==> config.mk <==
export PLATFORM = sky130hd
export DESIGN_NAME = id_ex_hazard_ctrl
export DESIGN_NICKNAME = d
export VERILOG_FILES = /design/src/rtl/hazard_pkg.sv /design/src/rtl/hazard_event_counter.sv /design/src/rtl/id_ex_hazard_ctrl.sv
export SDC_FILE = /design/constraint.sdc
export NUM_CORES = 1
export LEC_CHECK = 0
export CAP_MARGIN = 20
export CORE_UTILIZATION = 25
export CTS_BUF_LIST = sky130_fd_sc_hd__clkbuf_4 sky130_fd_sc_hd__clkbuf_8
export DETAILED_ROUTE_END_ITERATION = 8
export HOLD_SLACK_MARGIN = 0.02
export MAX_ROUTING_LAYER = met4
export PLACE_DENSITY = 0.75
export SLEW_MARGIN = 25
export SYNTH_ARGS = -nofsm -noshare
export SYNTH_HDL_FRONTEND = slang
export SYNTH_HIERARCHICAL = 1
export SYNTH_SLANG_ARGS = --single-unit
==> constraint.sdc <==
create_clock -name Clock -period 5.5 [get_ports Clock]
set_clock_uncertainty 0.05 [all_clocks]
set_input_delay 1.375 -clock Clock [delete_from_list [all_inputs] [get_ports Clock]]
set_output_delay 1.375 -clock Clock [all_outputs]
set_load 0.01 [all_outputs]
==> src/rtl/hazard_pkg.sv <==
// Shared definitions for the ID/EX hazard controller: FSM state encoding,
// the hard-wired zero register specifier and the perf-counter width default.
package hazard_pkg;

    // RUN: normal flow; LD_STALL: extra load-use stall cycles beyond the first
    typedef enum logic {
        RUN      = 1'b0,
        LD_STALL = 1'b1
    } hazState_t;

    // Register $0 never carries a real dependency
    localparam int REG_ZERO = 0;

    localparam int HAZ_CNT_W_DEFAULT = 32;

endpackage

==> src/rtl/hazard_event_counter.sv <==
// Saturating event counter used for hazard performance statistics.
// Clears synchronously; holds at all-ones once reached instead of wrapping.
module hazard_event_counter #(
    parameter int CNT_W = 32
) (
    input  logic             Clock,
    input  logic             clear,
    input  logic             inc,
    output logic [CNT_W-1:0] count
);

    // Count events, saturating at the maximum value
    always_ff @(posedge Clock) begin
        if (clear)
            count <= '0;
        else if (inc && (count != '1))
            count <= count + CNT_W'(1);
    end

endmodule

==> src/rtl/id_ex_hazard_ctrl.sv <==
// ID/EX hazard controller: load-use detection, multi-cycle load stalls,
// jump flush and taken-branch flush sequencing.
// Optional feature macro: HAZ_PERF_CNT_EN (stall/flush performance counters).
// All control outputs are combinational from the registered FSM state plus
// the current inputs; only the state and stall counter are registered.
module id_ex_hazard_ctrl
    import hazard_pkg::*;
#(
    parameter int REG_ADDR_W        = 5,
    parameter int LOAD_STALL_CYCLES = 1,
    parameter int CNT_W             = HAZ_CNT_W_DEFAULT
) (
    input  logic                  Clock,
    input  logic                  Reset,
    input  logic [REG_ADDR_W-1:0] IFID_rs,
    input  logic [REG_ADDR_W-1:0] IFID_rt,
    input  logic                  IFID_UsesRs,
    input  logic                  IFID_UsesRt,
    input  logic                  IFID_Jump,
    input  logic                  IDEX_R_Enable,
    input  logic                  IDEX_RegWrite,
    input  logic [REG_ADDR_W-1:0] IDEX_rt,
    input  logic                  EXMEM_BrTaken,
    output logic                  PCWrite,
    output logic                  IFID_Write,
    output logic                  IFID_Flush,
    output logic                  IDEX_Bubble,
    output logic                  IDEX_Flush,
    output logic                  EXMEM_Flush,
    output logic [CNT_W-1:0]      StallCount,
    output logic [CNT_W-1:0]      FlushCount
);

    hazState_t  state;
    logic [1:0] stallLeft;   // remaining LD_STALL cycles, 1 means last
    logic       loadUse;

    // Load in EX whose destination is read by the instruction in ID
    assign loadUse = IDEX_R_Enable & IDEX_RegWrite
                   & (IDEX_rt != REG_ADDR_W'(REG_ZERO))
                   & ((IFID_UsesRs & (IDEX_rt == IFID_rs))
                    | (IFID_UsesRt & (IDEX_rt == IFID_rt)));

    // Control outputs: reset, then branch flush, then stall, then jump flush
    always_comb begin
        PCWrite     = 1'b1;
        IFID_Write  = 1'b1;
        IFID_Flush  = 1'b0;
        IDEX_Bubble = 1'b0;
        IDEX_Flush  = 1'b0;
        EXMEM_Flush = 1'b0;
        if (Reset) begin
            PCWrite     = 1'b0;
            IFID_Write  = 1'b0;
            IFID_Flush  = 1'b1;
            IDEX_Bubble = 1'b1;
            IDEX_Flush  = 1'b1;
            EXMEM_Flush = 1'b1;
        end else if (EXMEM_BrTaken) begin
            // A taken branch overrides any stall and any pending jump
            IFID_Flush  = 1'b1;
            IDEX_Flush  = 1'b1;
            EXMEM_Flush = 1'b1;
        end else if ((state == LD_STALL) || loadUse) begin
            PCWrite     = 1'b0;
            IFID_Write  = 1'b0;
            IDEX_Bubble = 1'b1;
        end else if (IFID_Jump) begin
            // Jump held by a stall falls through to here once released
            IFID_Flush  = 1'b1;
        end
    end

    // Stall sequencer: enters LD_STALL only when more than one stall cycle is needed
    always_ff @(posedge Clock) begin
        if (Reset || EXMEM_BrTaken) begin
            state     <= RUN;
            stallLeft <= 2'd0;
        end else begin
            case (state)
                RUN: begin
                    if (loadUse && (LOAD_STALL_CYCLES > 1)) begin
                        state     <= LD_STALL;
                        stallLeft <= 2'(LOAD_STALL_CYCLES - 1);
                    end
                end
                LD_STALL: begin
                    if (stallLeft == 2'd1) begin
                        state     <= RUN;
                        stallLeft <= 2'd0;
                    end else begin
                        stallLeft <= stallLeft - 2'd1;
                    end
                end
                default: begin
                    state     <= RUN;
                    stallLeft <= 2'd0;
                end
            endcase
        end
    end

`ifdef HAZ_PERF_CNT_EN
    logic anyFlush;

    assign anyFlush = IFID_Flush | IDEX_Flush | EXMEM_Flush;

    // Reset clears both counters, so reset cycles are never counted
    hazard_event_counter #(.CNT_W(CNT_W)) uStallCnt (
        .Clock (Clock),
        .clear (Reset),
        .inc   (~PCWrite),
        .count (StallCount)
    );

    hazard_event_counter #(.CNT_W(CNT_W)) uFlushCnt (
        .Clock (Clock),
        .clear (Reset),
        .inc   (anyFlush),
        .count (FlushCount)
    );
`else
    assign StallCount = '0;
    assign FlushCount = '0;
`endif

endmodule
Word-level counts from Yosys, hierarchy flattened
Cells that the tools add are included.
{"block": "totals", "reg_bits": 3, "inputBits": 23, "output_inout_bits": 70}
{"block": "classes", "addsub": 1, "n_eq_ne": 3, "muxes": 14, "bitwise": 7, "n_reduce_logical": 4}
{"op": "$mux W1", "n": 13}
{"op": "$eq A5 B5 Y1", "n": 2}
{"op": "$and A1 B1 Y1", "n": 5}
{"op": "$reduce_bool A5 Y1", "n": 1}
{"op": "$eq A2 B1 Y1 const B", "n": 1}
{"op": "$logic_or A1 B1 Y1", "n": 2}
{"op": "$mux W2", "n": 1}
{"op": "$reduce_or A2 Y1", "n": 1}
{"op": "$sub A2 B1 Y2 const B", "n": 1}
{"op": "$not A1 Y1", "n": 1}
{"op": "$or A1 B1 Y1", "n": 1}

Longest topological paths before layout
Gate-level depths: netlist of the first run.
{"block": "depth", "ltp_word": 8, "mapped_depth": 5}

Worst setup path after synthesis of the first run
OpenSTA, ideal clock, no wires.
{"block": "synth_path", "kind": "input to output", "start": "input port IDEX_rt[1]", "end": "output port PCWrite", "arrival_ns": 2.795, "required_ns": 4.075, "path_slack_ns": 1.280, "path_stages": 5, "cell_sequence": "or4_1 > o211ai_2 > nor2_2 > a221oi_1 > buf_4"}
{"block": "synth_between", "elab_chain_cells": 8, "word_cells_on_any_way": 12, "cone_classes": "eq/ne: 2; mux: 3; bitwise: 5; reduce/logical: 2"}
{"element": "start, declared", "line": "id_ex_hazard_ctrl.sv:22", "text": "input logic [REG_ADDR_W-1:0] IDEX_rt,"}
{"element": "$eq A5 B5 Y1, on equally long branches", "line": "id_ex_hazard_ctrl.sv:41, id_ex_hazard_ctrl.sv:42"}
{"element": "$and A1 B1 Y1, on equally long branches", "line": "id_ex_hazard_ctrl.sv:41, id_ex_hazard_ctrl.sv:42"}
{"element": "$or A1 B1 Y1", "line": "id_ex_hazard_ctrl.sv:42", "text": "| (IFID_UsesRt & (IDEX_rt == IFID_rt)));"}
{"element": "$and A1 B1 Y1 (*)", "line": "id_ex_hazard_ctrl.sv:41", "text": "& ((IFID_UsesRs & (IDEX_rt == IFID_rs))"}
{"element": "$logic_or A1 B1 Y1 (*)", "line": "id_ex_hazard_ctrl.sv:64", "text": "end else if ((state == LD_STALL) || loadUse) begin"}
{"element": "$mux W1 (*) (3 in series)"}
{"element": "end, declared", "line": "id_ex_hazard_ctrl.sv:24", "text": "output logic PCWrite,"}
Every way passes the cells marked *; elsewhere a longest branch is shown, timed or not.

Worst setup path in the final report of the first run
{"block": "layout_path", "start": "input port IDEX_rt[2]", "end": "output port PCWrite"}
{"block": "layout_between", "elab_chain_cells": 8, "word_cells_on_any_way": 12, "cone_classes": "eq/ne: 2; mux: 3; bitwise: 5; reduce/logical: 2"}
{"element": "$eq A5 B5 Y1, on equally long branches", "line": "id_ex_hazard_ctrl.sv:41, id_ex_hazard_ctrl.sv:42"}
{"element": "$and A1 B1 Y1, on equally long branches", "line": "id_ex_hazard_ctrl.sv:41, id_ex_hazard_ctrl.sv:42"}
{"element": "$or A1 B1 Y1", "line": "id_ex_hazard_ctrl.sv:42"}
{"element": "$and A1 B1 Y1 (*)", "line": "id_ex_hazard_ctrl.sv:41"}
{"element": "$logic_or A1 B1 Y1 (*)", "line": "id_ex_hazard_ctrl.sv:64"}
{"element": "$mux W1 (*)", "line": "id_ex_hazard_ctrl.sv:64"}
{"element": "$mux W1 (*)", "line": "id_ex_hazard_ctrl.sv:59", "text": "end else if (EXMEM_BrTaken) begin"}
{"element": "$mux W1 (*)", "line": "id_ex_hazard_ctrl.sv:52", "text": "if (Reset) begin"}
Marked as above.

==> metrics.md, run 1 <==
| Metric | Value |
|---|---|
| Initial antenna violation count | `0` |
| Die ar. | `3420 sq um` |
| Maximum VDD drop | `0.0000812 V` |
| Post-DP HPWL | `1100 microns` |
| Setup violators final | `0` |
| WL final | `1170 microns` |
| Crit end category | `output port` |
| Drt initial violations | `8` |
| Port Buffer Count | `28` |
| Util after Layout | `29.5%` |
| Multi-input logic area | `464 sq um` |
| Crit path cell chain | `clkdlybuf4s50_1 > or4_1 > o211ai_2 > nor2_2 > a221oi_1 > clkdlybuf4s50_1` |
| CP most frequent cell | `clkdlybuf4s50_1` |
| Root buffer cell | `clkbuf_4` |
| Switching share of total power | `34.6%` |
| Clock buffer count from CTS | `3` |
| CP arrival | `3.60 ns` |
| DR vias | `540` |
| Initial core utilization | `26.1%` |
| Routed WL per cell | `6.63 microns` |
| Setup TNS | `0 ns` |
| Leak | `0.423 nW` |
| Comb power frac | `46.4%` |
| Most common cell after layout, fill and taps aside | `conb_1` |
| Total power | `0.119 mW` |
| CTS tree | `yes` |
| Netlist cell types | `20` |
| First-pass detailed-route iteration total | `2` |
| Unrepaired setup endpoints after global routing | `false` |
| Max H-tree Level | `1` |
| Minimum clock period | `5.03 ns` |
| Core area | `3050 sq um` |
| First-pass GRT wire length | `1590 microns` |
| Post-CTS sizing | `0` |
| Setup Buffers After CTS | `0` |
| HP Class | `flip-flop to flip-flop` |
| Final Hold Fails | `0` |
| Row count | `20` |
| Drt drc | `0` |
| Largest net degree at the start of global routing | `8` |
| Clk buf depth | `2` |
| Vias in the first global route | `396` |
| Req. time, crit path | `4.07 ns` |
| Most frequent cells in the layout | `64 x conb_1, 28 x clkdlybuf4s50_1, 10 x xnor2_1` |
| # placed instances | `173` |
| Internal power | `0.0780 mW` |
| CTS clk-pin slew, worst paths | `0.03 ns` |
| Sequential cell area | `60.1 sq um` |
| Synthesized instance count | `105` |
| Post-DR vias/cell | `3.05` |
| GR Util All Layers | `6.25%` |
| Clock insertion delay at the later pin of the skew report | `0.23 ns` |
| Chip height | `58.5 microns` |
| Sequential Power Share | `18.4%` |
| # IOs | `93` |
| Status | `finished clean` |
| Fraction of layout cells with a size suffix above 1 | `5.26%` |
| Fin crit share | `91.4%` |
| Mapped cell area | `798 sq um` |
| Non-filler instance count after layout | `177` |
| Chip width | `58.5 microns` |
| PwrDens | `132 nW/um^2` |
| NetSw | `0.0412 mW` |
| Yosys reg bits | `3` |
| Max-cap violations | `0` |
| Routability Congestion | `0.671` |
| Detail Route Antenna Nets | `0` |
| Worst Path Max Fanout | `3` |
| Grt ovf | `0` |
| Synth-to-Final Area Change | `12.9%` |
| Startpoint types | `input pin` |
| Post-synthesis sequential area ratio | `7.52%` |
| Ant diodes | `0` |
| Clock Sinks | `3` |
| # nets final | `158` |
| Worst path max stage delay | `0.61 ns` |
| Crit Path Category | `input pin to output port` |
| CP max-delay cell | `clkdlybuf4s50_1` |
| Final Max Tran Viols | `0` |
| Synthesized area per cell | `7.60 sq um` |
| Ys Warns | `6` |
| Max Freq | `199 MHz` |
| Post-CTS Hold Buffers | `0` |
| Clk pwr share | `35.3%` |
| Fillers | `344` |
## worst paths after layout
kind,from,endpoint,slack [ns],cells past startpoint
max reg2reg,stallLeft[1],stallLeft[1],4.54,4
min reg2reg,stallLeft[1],stallLeft[1],0.44,2
max,IDEX_rt[2],PCWrite,0.47,6
min,stallLeft[1],stallLeft[1],0.44,2
## synthesized netlist by cell type
cell type | n | area share (%)
ha_1 | 1 | 1.6
nand2_1 | 2 | 0.94
nor2_2 | 1 | 0.78
or2_2 | 1 | 0.78
o211ai_2 | 1 | 1.6
a21oi_1 | 3 | 1.9
xnor2_1 | 10 | 11
a221oi_1 | 1 | 1.1
inv_1 | 3 | 1.4
a221o_1 | 1 | 1.3
nor3_1 | 2 | 1.3
conb_1 | 1 | 0.47
nand4_1 | 2 | 1.6
o22ai_1 | 1 | 0.78
or4_1 | 1 | 0.94
dfxtp_1 | 3 | 7.5
buf_4 | 66 | 62
mux2i_1 | 1 | 1.3
nor2_1 | 3 | 1.4
clkbuf_1 | 1 | 0.47
## worst max-delay path: cells and delay by family
kind	cells	cell delay (ns)
buf+inv	2	1.08
compound gates	2	0.54
simple gates	2	0.60
## through the flow
step	setup slack (ns)	instance area (sq um)	hold WS [ns]
2_1_floorplan	1.28	1030	0.410
3_3_place_gp	0.479	871	0.422
5_1_grt	0.369	901	0.505
3_5_place_dp	0.462	871	0.438
6_report	0.473	901	0.443
4_1_cts	0.464	901	0.447
## cell families after synthesis
kind of cell / Yosys count / synth area share [%]
buf+inv: 70 / 63.9
mux: 1 / 1.25
simple gates: 12 / 7.68
other cells: 1 / 0.470
xor+xnor: 10 / 11.0
compound gates: 7 / 6.58
flops: 3 / 7.52
fa+ha+maj: 1 / 1.57
## per-layer routing
layer | global-route usage [%] | wire (microns) | part of all wire [%]
met2 | 12.3 | 658 | 56
met5 | - | 0 | 0
met4 | 3.06 | 0 | 0
met3 | 0.659 | 110 | 9.4
met1 | 5.98 | 404 | 34
## layout make-up
type | count | area share (%)
inverter | 3 | 1.25
clock buffer | 4 | 3.33
multi-input combinational | 95 | 51.5
tap | 44 | 6.11
sequential | 3 | 6.67
timing repair buffer | 28 | 31.1
## sequential cells by signal, summed over array words and instances (netlist names)
register / cells
stallLeft: 2
state: 1
## power by group through the flow
stage                     combinational [mW]  sequential (mW)  clock [mW]
after floorplan                       0.0658           0.0222           0
after global placement                0.0545           0.0222           0
after detailed placement              0.0547           0.0222           0
after CTS                             0.0549           0.0219      0.0438
after global routing                  0.0608           0.0219      0.0460
final                                 0.0553           0.0219      0.0420
Power figures use the tool's default switching activity.
==> run 2: changes to the inputs <==
CORE_MARGIN = 2   (was default)
GPL_TIMING_DRIVEN = 0   (was default)
==> metrics.md, run 2 (synthesis results as in run 1) <==
| Metric | Value |
|---|---|
| Initial core utilization | `26.1%` |
| Clock buffer count from CTS | `3` |
| DR vias | `684` |
| Non-filler instance count after layout | `244` |
| Pre-CTS setup slack | `0.347 ns` |
| Root buffer cell | `clkbuf_4` |
| WL final | `1520 microns` |
| Setup Buffers After CTS | `0` |
| Post-CTS Hold Buffers | `0` |
| Routability Congestion | `0.646` |
| Req. time, crit path | `4.07 ns` |
| Worst path max stage delay | `0.57 ns` |
| Chip width | `60.5 microns` |
| Initial antenna violation count | `0` |
| CP most frequent cell | `clkdlybuf4s50_1` |
| Chip height | `60.5 microns` |
| Clk buf depth | `2` |
| Crit end category | `output port` |
| Fin crit share | `93.1%` |
| Switching share of total power | `30.9%` |
| Crit Path Category | `input pin to output port` |
| Post-DP HPWL | `1480 microns` |
| Row count | `20` |
| First-pass detailed-route iteration total | `2` |
| Total power | `0.157 mW` |
| Vias in the first global route | `487` |
| Synth-to-Final Area Change | `75.4%` |
| Most common cell after layout, fill and taps aside | `buf_4` |
| Minimum clock period | `5.12 ns` |
| Final Hold Fails | `0` |
| Grt ovf | `0` |
| Ant diodes | `0` |
| Core area | `3050 sq um` |
| Setup WS post-layout | `0.377 ns` |
| Most frequent cells in the layout | `66 x buf_4, 64 x conb_1, 28 x clkdlybuf4s50_1` |
| Largest Register | `stallLeft` |
| Routed WL per cell | `6.21 microns` |
| Max Freq | `195 MHz` |
| Maximum VDD drop | `0.0000907 V` |
| CTS tree | `yes` |
| Largest register FFs | `2` |
| Final instance area | `1400 sq um` |
| Clock insertion delay at the later pin of the skew report | `0.23 ns` |
| CP max-delay cell | `or4_1` |
| Startpoint types | `input pin` |
| Sequential cell area | `60.1 sq um` |
| Largest net degree at the start of global routing | `8` |
| Clock Sinks | `3` |
| Setup TNS | `0 ns` |
| HP Class | `flip-flop to flip-flop` |
| Post-DR vias/cell | `2.80` |
| Drt initial violations | `2` |
| Placed cell area | `1370 sq um` |
| First-pass GRT wire length | `1950 microns` |
| Max H-tree Level | `1` |
| Post-CTS sizing | `0` |
| Drt drc | `0` |
| Util after Layout | `45.9%` |
| PwrDens | `112 nW/um^2` |
| Unrepaired setup endpoints after global routing | `false` |
| Internal power | `0.108 mW` |
| Final Max Tran Viols | `0` |
| # placed instances | `240` |
| # nets final | `225` |
| Comb power frac | `58.3%` |
| NetSw | `0.0485 mW` |
| Detail Route Antenna Nets | `0` |
| Max-cap violations | `0` |
| Port Buffer Count | `28` |
| GR Util All Layers | `7.44%` |
| Worst Path Max Fanout | `3` |
| Die ar. | `3660 sq um` |
| Fraction of layout cells with a size suffix above 1 | `36.5%` |
| CTS clk-pin slew, worst paths | `0.04 ns` |
| Leak | `0.783 nW` |
| Clk pwr share | `27.7%` |
| Setup violators final | `0` |
| Multi-input logic area | `464 sq um` |
| Sequential Power Share | `14.0%` |
| Largest regs | `stallLeft x2, state x1` |
| # IOs | `93` |
| CP arrival | `3.70 ns` |
| Final hold slack | `0.441 ns` |
| Fillers | `328` |
| Crit path cell chain | `clkdlybuf4s50_1 > or4_1 > o211ai_2 > nor2_2 > a221oi_1 > buf_4 > clkdlybuf4s50_1` |
| Status | `finished clean` |
[run 2: cell types whose count changed in the layout (fill, tap and decap cells not counted), sizes merged]
cell    previous run  this run
buf                0        66
clkbuf             4         5
[run 2: power groups by stage]
stage	sequential [mW]	combinational (mW)	clock, mW
3_5_place_dp	0.0222	0.0897	0
5_1_grt	0.0219	0.0999	0.0473
6_report	0.0219	0.0915	0.0434
4_1_cts	0.0219	0.0898	0.0457
3_3_place_gp	0.0222	0.0896	0
2_1_floorplan	0.0222	0.0658	0
[run 2: path summary, 6_finish.rpt]
path | start | end | slack, ns | cells after the start
worst max register to register | stallLeft[1] | stallLeft[1] | 4.53 | 4
worst min-delay path | stallLeft[1] | stallLeft[1] | 0.44 | 2
worst min register to register | stallLeft[1] | stallLeft[1] | 0.44 | 2
worst max-delay path | IDEX_rt[1] | PCWrite | 0.38 | 7
[run 2: final cells by class]
class / instances / area share (%)
Timing Repair Buffer: 28 / 20.0
Buffer: 67 / 35.7
Clock buffer: 4 / 2.14
Tap cell: 44 / 3.93
Sequential cell: 3 / 4.29
Inverter: 3 / 0.804
Multi-Input combinational cell: 95 / 33.2
[run 2: critical path: cells and delay by family]
family                 cells  cell delay (ns)
buffers and inverters      3             1.15
and+or+nand+nor            2             0.63
AOI/OAI and AO/OA          2             0.55
[run 2: routing by layer]
metal	GRT usage (%)	up-vias	share of wire, %
met3	1.92	0	13
met2	13.8	46	54
met1	7.42	244	33
met5	-	-	0
met4	2.80	0	0
li1	-	394	-
